`config.mk`:
```
export PLATFORM = sky130hd
export DESIGN_NAME = shift_subtract_divider
export DESIGN_NICKNAME = d
export VERILOG_FILES = /design/src/rtl/shift_subtract_divider.sv
export SDC_FILE = /design/constraint.sdc
export NUM_CORES = 1
export LEC_CHECK = 0
export ABC_AREA = 0
export CORE_UTILIZATION = 53
export DETAILED_ROUTE_END_ITERATION = 6
export PLACE_DENSITY = 0.74
export SLEW_MARGIN = 5
export SYNTH_ARGS = -nofsm -noshare
export SYNTH_HDL_FRONTEND = slang
export SYNTH_SLANG_ARGS = --single-unit
```
`constraint.sdc`:
```
create_clock -name clock -period 2.3 [get_ports clock]
set_input_delay 0.46 -clock clock [delete_from_list [all_inputs] [get_ports clock]]
set_output_delay 0.46 -clock clock [all_outputs]
set_load 0.02 [all_outputs]
```
`src/rtl/shift_subtract_divider.sv`:
```
// ============================================================================
// Module   : shift_subtract_divider
// Purpose  : Sequential unsigned restoring divider, one shift/subtract
//            iteration every two clocks, with start/ready handshake.
// Revision : 1.0
// ============================================================================
`default_nettype none

module shift_subtract_divider #(
  parameter int N = 4
) (
  input  logic         clock,
  input  logic         reset_n,
  input  logic         start,
  input  logic [N-1:0] dividend,
  input  logic [N-1:0] divisor,
  output logic [N-1:0] quotient,
  output logic [N-1:0] remainder,
  output logic         ready,
  output logic         busy,
  output logic         div_by_zero
);

  localparam int CW = $clog2(N + 1);

  localparam logic [1:0] IDLE        = 2'd0;
  localparam logic [1:0] SHIFTING    = 2'd1;
  localparam logic [1:0] SUBTRACTING = 2'd2;
  localparam logic [1:0] STOPPED     = 2'd3;

  logic [1:0]    state;
  logic [1:0]    state_next;
  logic [N:0]    a_reg;
  logic [N-1:0]  q_reg;
  logic [N-1:0]  m_reg;
  logic [CW-1:0] count;

  logic          accept;
  logic          fits;
  logic [N:0]    a_next_sub;
  logic [N-1:0]  q_next_sub;

  assign accept     = start && ((state == IDLE) || (state == STOPPED));
  assign fits       = (a_reg >= {1'b0, m_reg});
  // Restoring step: keep the difference only when the divisor fits.
  assign a_next_sub = fits ? (a_reg - {1'b0, m_reg}) : a_reg;
  assign q_next_sub = {q_reg[N-1:1], fits};

  always_ff @(posedge clock) begin
    if (!reset_n) begin
      state <= IDLE;
    end else begin
      state <= state_next;
    end
  end

  always_comb begin
    state_next = state;
    case (state)
      IDLE, STOPPED: begin
        if (accept) begin
          state_next = (divisor == '0) ? STOPPED : SHIFTING;
        end
      end
      SHIFTING:    state_next = SUBTRACTING;
      SUBTRACTING: state_next = (count == '0) ? STOPPED : SHIFTING;
      default:     state_next = IDLE;
    endcase
  end

  always_comb begin
    ready = (state == STOPPED);
    busy  = (state == SHIFTING) || (state == SUBTRACTING);
  end

  always_ff @(posedge clock) begin
    if (!reset_n) begin
      a_reg       <= '0;
      q_reg       <= '0;
      m_reg       <= '0;
      count       <= '0;
      quotient    <= '0;
      remainder   <= '0;
      div_by_zero <= 1'b0;
    end else begin
      case (state)
        IDLE, STOPPED: begin
          if (accept) begin
            if (divisor != '0) begin
              a_reg       <= '0;
              q_reg       <= dividend;
              m_reg       <= divisor;
              count       <= CW'(N);
              div_by_zero <= 1'b0;
            end else begin
              quotient    <= '1;
              remainder   <= dividend;
              div_by_zero <= 1'b1;
            end
          end
        end
        SHIFTING: begin
          {a_reg, q_reg} <= {a_reg[N-1:0], q_reg, 1'b0};
          count          <= count - 1'b1;
        end
        SUBTRACTING: begin
          a_reg <= a_next_sub;
          q_reg <= q_next_sub;
          if (count == '0) begin
            quotient  <= q_next_sub;
            remainder <= a_next_sub[N-1:0];
          end
        end
        default: ;
      endcase
    end
  end

endmodule

`default_nettype wire

```
**Yosys cells after proc, flatten, opt, wreduce, memory -nomap -nowiden**

Cells that the tools add are included.

- Multiplexer cells: 23
- Magnitude comparators: 1
- Equality and inequality tests: 8
- Reductions and logical operators: 17
- Bitwise gates (word level): 1
- $add $sub $neg: 2

Operators by type and width:

| operator | number |
|---|---|
| $mux 4 | 8 |
| $pmux 4 s2 | 2 |
| $mux 5 | 3 |
| $pmux 5 s3 | 1 |
| $pmux 4 s3 | 1 |
| $reduce_and 3->1 | 4 |
| $ne 2x2->1 const B | 5 |
| $mux 2 | 3 |
| $mux 3 | 2 |
| $pmux 2 s3 | 1 |
| $pmux 3 s2 | 1 |
| $ge 5x4->1 | 1 |
| $sub 5x4->5 | 1 |
| $eq 2x2->1 const B | 2 |
| $logic_not 4->1 | 1 |
| $reduce_and 2->1 | 2 |
| $reduce_and 4->1 | 1 |
| $reduce_bool 2->1 | 2 |
| $reduce_bool 4->1 | 1 |
| $logic_not 3->1 | 1 |
| $sub 3x1->3 const B | 1 |
| $eq 2x1->1 const B | 1 |
| $logic_not 2->1 | 1 |
| $logic_or 1x1->1 | 2 |
| 4 further kinds | 4 |

- Input bits: 11
- Output and inout port bits: 11
- Logic and storage cells: 62
- Register bits after elaboration: 27

**Depth between registers and ports, before layout**

Gate-level depths: netlist of run 1.

- Word-level depth: 5
- Depth in mapped cells: 9
- Mapped depth without buffers: 9

**Worst setup path before layout of run 1**

OpenSTA, ideal clock, no wires.

- Kind: reg2reg
- Start: register state[0]
- End: register q_reg[3]
- Path buffers: 2
- Clock period less this slack: 1.846 ns
- Data required time: 2.214 ns
- Arrival: 1.760 ns
- Slack: 0.454 ns
- Setup time: 0.086 ns
- Cell stages (with the launch flop): 9
- Cells stage by stage: dfxtp_1 > inv_1 > ha_1 > buf_4 > inv_1 > clkbuf_1 > and3_1 > a21oi_1 > a211oi_1

- Longest elaborated chain between the ends: 5
- Elaborated cells between the ends (all ways): 12
- Classes of those cells: eq/ne (5); mux (1); bitwise (1); reduce/logical (5)

Ends and longest elaborated chain:

| element | RTL line | text |
|---|---|---|
| start, declared | 31 | `logic [1:0] state;` |
| start signal, assigned | 53 | `state <= state_next;` |
| $eq 2x2->1 / $logic_not 2->1 (equally long branches) | 43, 86 |  |
| $logic_or 1x1->1 | 43 | `assign accept = start && ((state == IDLE) \|\| (state == STOPPED));` |
| $logic_and 1x1->1 | 43 |  |
| $ne 2x2->1 (no line) | n/a |  |
| $reduce_and 3->1 (no line) | n/a |  |
| end signal, assigned | 91 | `q_reg <= dividend;` |
| end signal, assigned | 103 | `{a_reg, q_reg} <= {a_reg[N-1:0], q_reg, 1'b0};` |
| end signal, assigned | 108 | `q_reg <= q_next_sub;` |
| end, declared | 34 | `logic [N-1:0] q_reg;` |

Parallel ways exist; a longest one is shown, timed or not.
A chain may end at the register's enable or synchronous reset.

**Final worst setup path of run 1**

- Start: register state[0]
- End: output busy

- Longest elaborated chain between the ends: 2
- Elaborated cells between the ends (all ways): 3
- Classes of those cells: eq/ne (2); reduce/logical (1)

Ends and longest elaborated chain:

| element | RTL line | text |
|---|---|---|
| $eq 2x1->1 / $eq 2x2->1 (equally long branches) | 73 | `busy = (state == SHIFTING) \|\| (state == SUBTRACTING);` |
| $logic_or 1x1->1 (*) | 73 |  |
| end, declared | 20 | `output logic busy,` |

Mark *: on every way between the ends. The rest lies on a longest branch, timed or not.

==> metrics.cfg, run 1 <==
[die]
coreArea_um2=2730
die_y_um=55.4
die-area_um2=3070
design.portCount=22
initial_utilization=0.554
die-width_um=55.4
num_rows=19

[drt]
drt-pass1-iter-count=4
wl_per_cell_um=15.7
drc=0
detail_route.vias_per_cell=5.97
drtAntennaViolNets=0
vias=1427
detailedRoute.firstIterationViolations=73
detail_route.wirelength_mm=3.74

[logic_synthesis]
syn_inst=187
post_synth_main_area_contributors=dfxtp_1 (36%), ha_1 (8.3%), a21oi_1 (6.0%)
mappedNetlistArea_um2=1510
yosys.area.top_type_share=0.357
synth-async-reset-ratio=0
synth.net_count=209
synth_enable_flop_cells=0
post_synth_num_cell_types=40
synth.yosys.warnings=0
synthTopCellsByCount=dfxtp_1 (27), nand2_1 (24), a21oi_1 (18), nor2_1 (17), inv_1 (14)
post-synth-top-count-cell=dfxtp_1
flop_and_latch_count_out_of_synthesis=27
synth-main-ff-cell=dfxtp_1
synthesis.area_per_instance_um2=8.10
yosysSeqAreaShare=0.357
synth_top_cell_by_area=dfxtp_1

[cells_and_area]
largest_reg_flops=5
finalInstanceArea_um2=1790
fillerInstances=240
layout-drive-gt1-share=0.0769
final_nets=231
num_antenna_cells=0
layout-area-overhead-vs-synth_pct=18.5

[hold_path]
hp-class=flip-flop to flip-flop
worstHoldPathCells=2

[sta]
fin_crit_sh=0.940
worst_slew_pin_slew_ns=0.711
final_hold_viol_count=0
final_setup_fails=0
setup_repair_after_global_routing_missed_its_margin=false
fmaxAchievable_ghz=0.462
finalClockSkew_ns=0.00345
timing.setup.tns_ns=0
number_of_max_slew_violations_in_the_final_report=0
maxSlewHeadroom=0.525
final.min_clock_period_ns=2.16

[clock_tree]
insertion_delay_ns=0.32
cts-hold-fix-buffers=0
cts_inserted_buffers=3
cts_root_buf=clkbuf_4
clk_pin_slew_worst_paths_ns=0.14
number_of_h_tree_branching_levels=1
cts_num_sinks=27
cts_tree=done
clk_path_buf_depth=2

[global_route]
grt_use_total=0.257
grt-ovfl-total=0
global_route_wire_length_before_repair_mm=6.34
first_global_vias=1415
antenna_found_initial=0
grt_start_max_net_pins=22

[pwr]
p_per_area_nw_per_um2=1470
max-vdd-ir-drop_v=0.000912
static-leakage-power_nw=0.703

[worst_setup_path]
cp-start-kind=flip-flop
worstPathMaxFanout=6
critPathRequiredTime_ns=1.84
worstSetupPathType=flip-flop to primary output
end_kind=primary output
worstPathArrival_ns=1.70
ff_to_ff_path_depth=8

[run]
drv_cap=0

[placed_design]
detailedPlacementHpwl_mm=2.70
placement.cell_area_um2=1770
final_weighted_congestion_in_routability_driven_placement=0.815
port_buffers=21

[status]
outcome=completed

-- power by group --
part / total, mW / internal, mW / switching [mW] / leakage (nW)
Combinational: 1.63 / 0.676 / 0.954 / 0.466
Sequential: 0.793 / 0.651 / 0.142 / 0.222
Clock: 0.208 / 0.0680 / 0.140 / 0.0150
Total: 2.63 / 1.39 / 1.24 / 0.703
-- per-layer routing --
metal  vias up  share of wire  track usage  routed length [um]
met5         -              0            0                   0
met4         0          0.015        0.125                  57
met3         4          0.057       0.0281                 215
met2        55           0.50        0.429                1870
met1       663           0.43        0.329                1610
li1        705              -            -                   -
-- worst max-delay path: stages, from the launching register on --
cell and delay, ns:
dfxtp_1 0.44, inv_1 0.07, ha_1 0.39, inv_1 0.13
dlygate4sd2_1 0.34
-- worst paths after layout --
path	from	endpoint	slack [ns]
max	state[0]$_SDFFE_PN0N_	busy	0.14
min	m_reg[2]$_SDFFE_PN0P_	m_reg[2]$_SDFFE_PN0P_	0.47
max reg2reg	state[0]$_SDFFE_PN0N_	quotient[3]$_SDFFE_PN0P_	0.22
min reg2reg	m_reg[2]$_SDFFE_PN0P_	m_reg[2]$_SDFFE_PN0P_	0.47
-- what timing repair did --
action	in CTS	in global routing
setup buffers	0	0
gates resized for setup	1	1
endpoints found under the setup margin	1	1
-- final cells by class --
| type | count | area, um2 | share of cell area |
|---|---|---|---|
| Clock buffer | 4 | 26.3 | 0.0146 |
| Inverter | 14 | 52.6 | 0.0293 |
| Multi-Input combinational cell | 134 | 867 | 0.483 |
| Sequential cell | 27 | 541 | 0.301 |
| Tap cell | 31 | 38.8 | 0.0216 |
| Timing Repair Buffer | 29 | 269 | 0.150 |
-- kinds of logic after synthesis --
logic type	after synthesis	synth area share
AO/OA/AOI/OAI	58	0.255
XOR/XNOR	2	0.0116
flip-flops	27	0.357
AND/OR/NAND/NOR	62	0.198
buffers and inverters	26	0.0727
multiplexers	1	0.00991
adder cells (fa/ha/maj)	11	0.0959
-- cell usage in the layout, fill, tap and decap left out, types with 2 or more instances in the layout --
master           netlist  final
dfxtp_1               27     27
nand2_1               24     24
clkdlybuf4s50_1        0     20
nor2_1                17     17
a21oi_1               18     17
inv_1                 14     14
o21ai_0               11     11
ha_1                  10     10
buf_4                  3      8
nand3_1                5      5
a31oi_1                5      5
a211oi_1               5      5
a311oi_1               4      4
a21o_1                 3      3
and3_1                 3      3
or4_1                  3      3
clkbuf_4               0      3
a32oi_1                2      2
nand3b_1               2      2
xor2_1                 2      2
-- through the flow --
stage | hold WS (ns) | util | power [mW] | worst slack (ns) | instances
after floorplan | 0.432 | - | 1.91 | 0.454 | 187
after global placement | 0.442 | 0.646 | 2.35 | 0.0755 | 235
after detailed placement | 0.451 | 0.646 | 2.41 | 0.00934 | 235
after CTS | 0.469 | 0.655 | 2.62 | 0.129 | 239
after global routing | 0.483 | 0.656 | 2.84 | 0.0572 | 239
final | 0.468 | 0.656 | 2.63 | 0.137 | 239
No activity file was read; power rests on OpenSTA's default activity.
==> run 2, diff against run 1 <==
--- a/config.mk
+++ b/config.mk
@@ -6,7 +6,9 @@
 export NUM_CORES = 1
 export LEC_CHECK = 0
 export ABC_AREA = 0
+export CORE_MARGIN = 2
 export CORE_UTILIZATION = 53
+export CTS_CLUSTER_DIAMETER = 100
 export DETAILED_ROUTE_END_ITERATION = 6
 export PLACE_DENSITY = 0.74
 export SLEW_MARGIN = 5
==> run 2 against run 1 <==
Against the previous run: worst hold slack lost 0.0011 ns; sequential cell count is the same; fmax grew 2.1%; largest power group unchanged; highest routed layer unchanged; first-iteration DRC count grew 11%; clock power grew 2%; via count grew 1.7%.
==> metrics.cfg, run 2 (synthesis results as in run 1) <==
[die]
die-width_um=57.4
coreArea_um2=2730
initial_utilization=0.554
die_y_um=57.4
die-area_um2=3300
num_rows=19
design.portCount=22

[drt]
detailedRoute.firstIterationViolations=81
drtAntennaViolNets=0
vias=1451
drt-pass1-iter-count=4
drc=0
wl_per_cell_um=15.5
detail_route.wirelength_mm=3.70
detail_route.vias_per_cell=6.07

[pwr]
static-leakage-power_nw=0.703
clock_power_share=0.081
max-vdd-ir-drop_v=0.000959
finalPower_mw=2.63
netSwitchingPower_mw=1.24
seqPwrFrac=0.300
power_frac_comb=0.620
sw_frac_of_total=0.472
p_per_area_nw_per_um2=1470
internal_power_mw=1.39

[global_route]
grt_start_max_net_pins=22
global_route_wire_length_before_repair_mm=6.43
first_global_vias=1496
grt-ovfl-total=0
antenna_found_initial=0
grt_use_total=0.247

[placed_design]
detailedPlacementHpwl_mm=2.74
port_buffers=21
dp_worst_setup_slack_ns=0.0394
place.detailed.instances=235
final_weighted_congestion_in_routability_driven_placement=0.860

[clock_tree]
cts-hold-fix-buffers=0
cts_tree=done
cts_root_buf=clkbuf_4
cts_inserted_buffers=3
number_of_buffers_inserted_by_post_cts_setup_repair=0
cts_num_sinks=27
clk_pin_slew_worst_paths_ns=0.15
cts_resized=1
insertion_delay_ns=0.33
clk_path_buf_depth=2
number_of_h_tree_branching_levels=1

[worst_setup_path]
r2r_slack_ns=0.21
cp-startpoint=state[0]$_SDFFE_PN0N_
worstPathArrival_ns=1.66
end_kind=primary output
critPathRequiredTime_ns=1.84
worstPathMaxFanout=6
critPathCapture=busy
slowest_stage=dfxtp_1
worst_path_dominant_cell_family=buffers and inverters
cp-start-kind=flip-flop
crit_reg_reg_startpoint=state[0]$_SDFFE_PN0N_
worstSetupPathType=flip-flop to primary output
bufs_and_invs_on_worst_path=3
critical-path-top-cell-by-count=inv_1
max_stage_delay_ns=0.44
r2r_end=quotient[0]$_SDFFE_PN0P_
ff_to_ff_path_depth=8
worst-path-stages=4
cp_cell_sequence=inv_1 > ha_1 > inv_1 > dlygate4sd2_1

[status]
outcome=completed

[sta]
finalClockSkew_ns=0.00443
final_hold_viol_count=0
timing.setup.tns_ns=0
fmaxAchievable_ghz=0.472
setup_repair_after_global_routing_missed_its_margin=false
fin_crit_sh=0.921
fin_ws_ns=0.183
worst_slew_pin_slew_ns=0.682
number_of_max_slew_violations_in_the_final_report=0
final_setup_fails=0
final.min_clock_period_ns=2.12
maxSlewHeadroom=0.545

[cells_and_area]
fillerInstances=255
layout-drive-gt1-share=0.0721
largest_reg_flops=5
layout-area-overhead-vs-synth_pct=18.3
final_nets=231
area_of_combinational_cells_with_multiple_inputs_um2=863
layout.cells.most_common_list=dfxtp_1 (27), nand2_1 (24), clkdlybuf4s50_1 (20), a21oi_1 (18), nor2_1 (17)
num_antenna_cells=0
final-seq-area_um2=541
final_cells=239
layout_commonest_cell=dfxtp_1

[hold_path]
hp-class=flip-flop to flip-flop
worstHoldPathCells=2

[run]
drv_cap=0

[run 2: changes by cell type in the layout (fill, tap and decap cells not counted)]
cell     before  now
a21oi_2       1    0
a21oi_1      17   18
[run 2: worst min path at each step]
stage / startpoint / end / slack, ns
after floorplan: count[0]$_SDFFE_PN0P_ / count[0]$_SDFFE_PN0P_ / 0.43
after global placement: count[0]$_SDFFE_PN0P_ / count[0]$_SDFFE_PN0P_ / 0.44
after detailed placement: count[0]$_SDFFE_PN0P_ / count[0]$_SDFFE_PN0P_ / 0.45
after CTS: count[0]$_SDFFE_PN0P_ / count[0]$_SDFFE_PN0P_ / 0.47
after global routing: count[0]$_SDFFE_PN0P_ / count[0]$_SDFFE_PN0P_ / 0.49
final: count[0]$_SDFFE_PN0P_ / count[0]$_SDFFE_PN0P_ / 0.47
[run 2: area by class of cell]
class / count / area share
clock buffer: 4 / 0.0147
multi-input combinational: 134 / 0.482
tap: 31 / 0.0217
timing repair buffer: 29 / 0.150
sequential: 27 / 0.302
inverter: 14 / 0.0294
[run 2: power groups by stage]
stage	registers, mW	clock network [mW]	logic (mW)
CTS	0.788	0.212	1.61
detailed placement	0.800	0	1.62
global route	0.815	0.226	1.81
global placement	0.790	0	1.55
floorplan	0.845	0	1.07
finish	0.789	0.212	1.63
[run 2: stage by stage]
step | hold slack, ns | area [um2] | utilization
after CTS | 0.471 | 1790 | 0.655
after global routing | 0.490 | 1790 | 0.655
after floorplan | 0.432 | 1510 | -
after global placement | 0.442 | 1770 | 0.646
final | 0.467 | 1790 | 0.655
after detailed placement | 0.451 | 1770 | 0.646
[run 2: routing by layer]
metal,track usage,part of all wire
met1,0.297,0.42
met2,0.427,0.49
met3,0.0476,0.073
met4,0.106,0.015
met5,0,0
[run 2: worst reg2reg max path: stages (launching register included)]
cell,delay (ns)
dfxtp_1,0.44
inv_1,0.07
ha_1,0.41
inv_1,0.09
buf_4,0.18
a21oi_1,0.29
a21oi_1,0.07
buf_4,0.18
a311oi_1,0.28
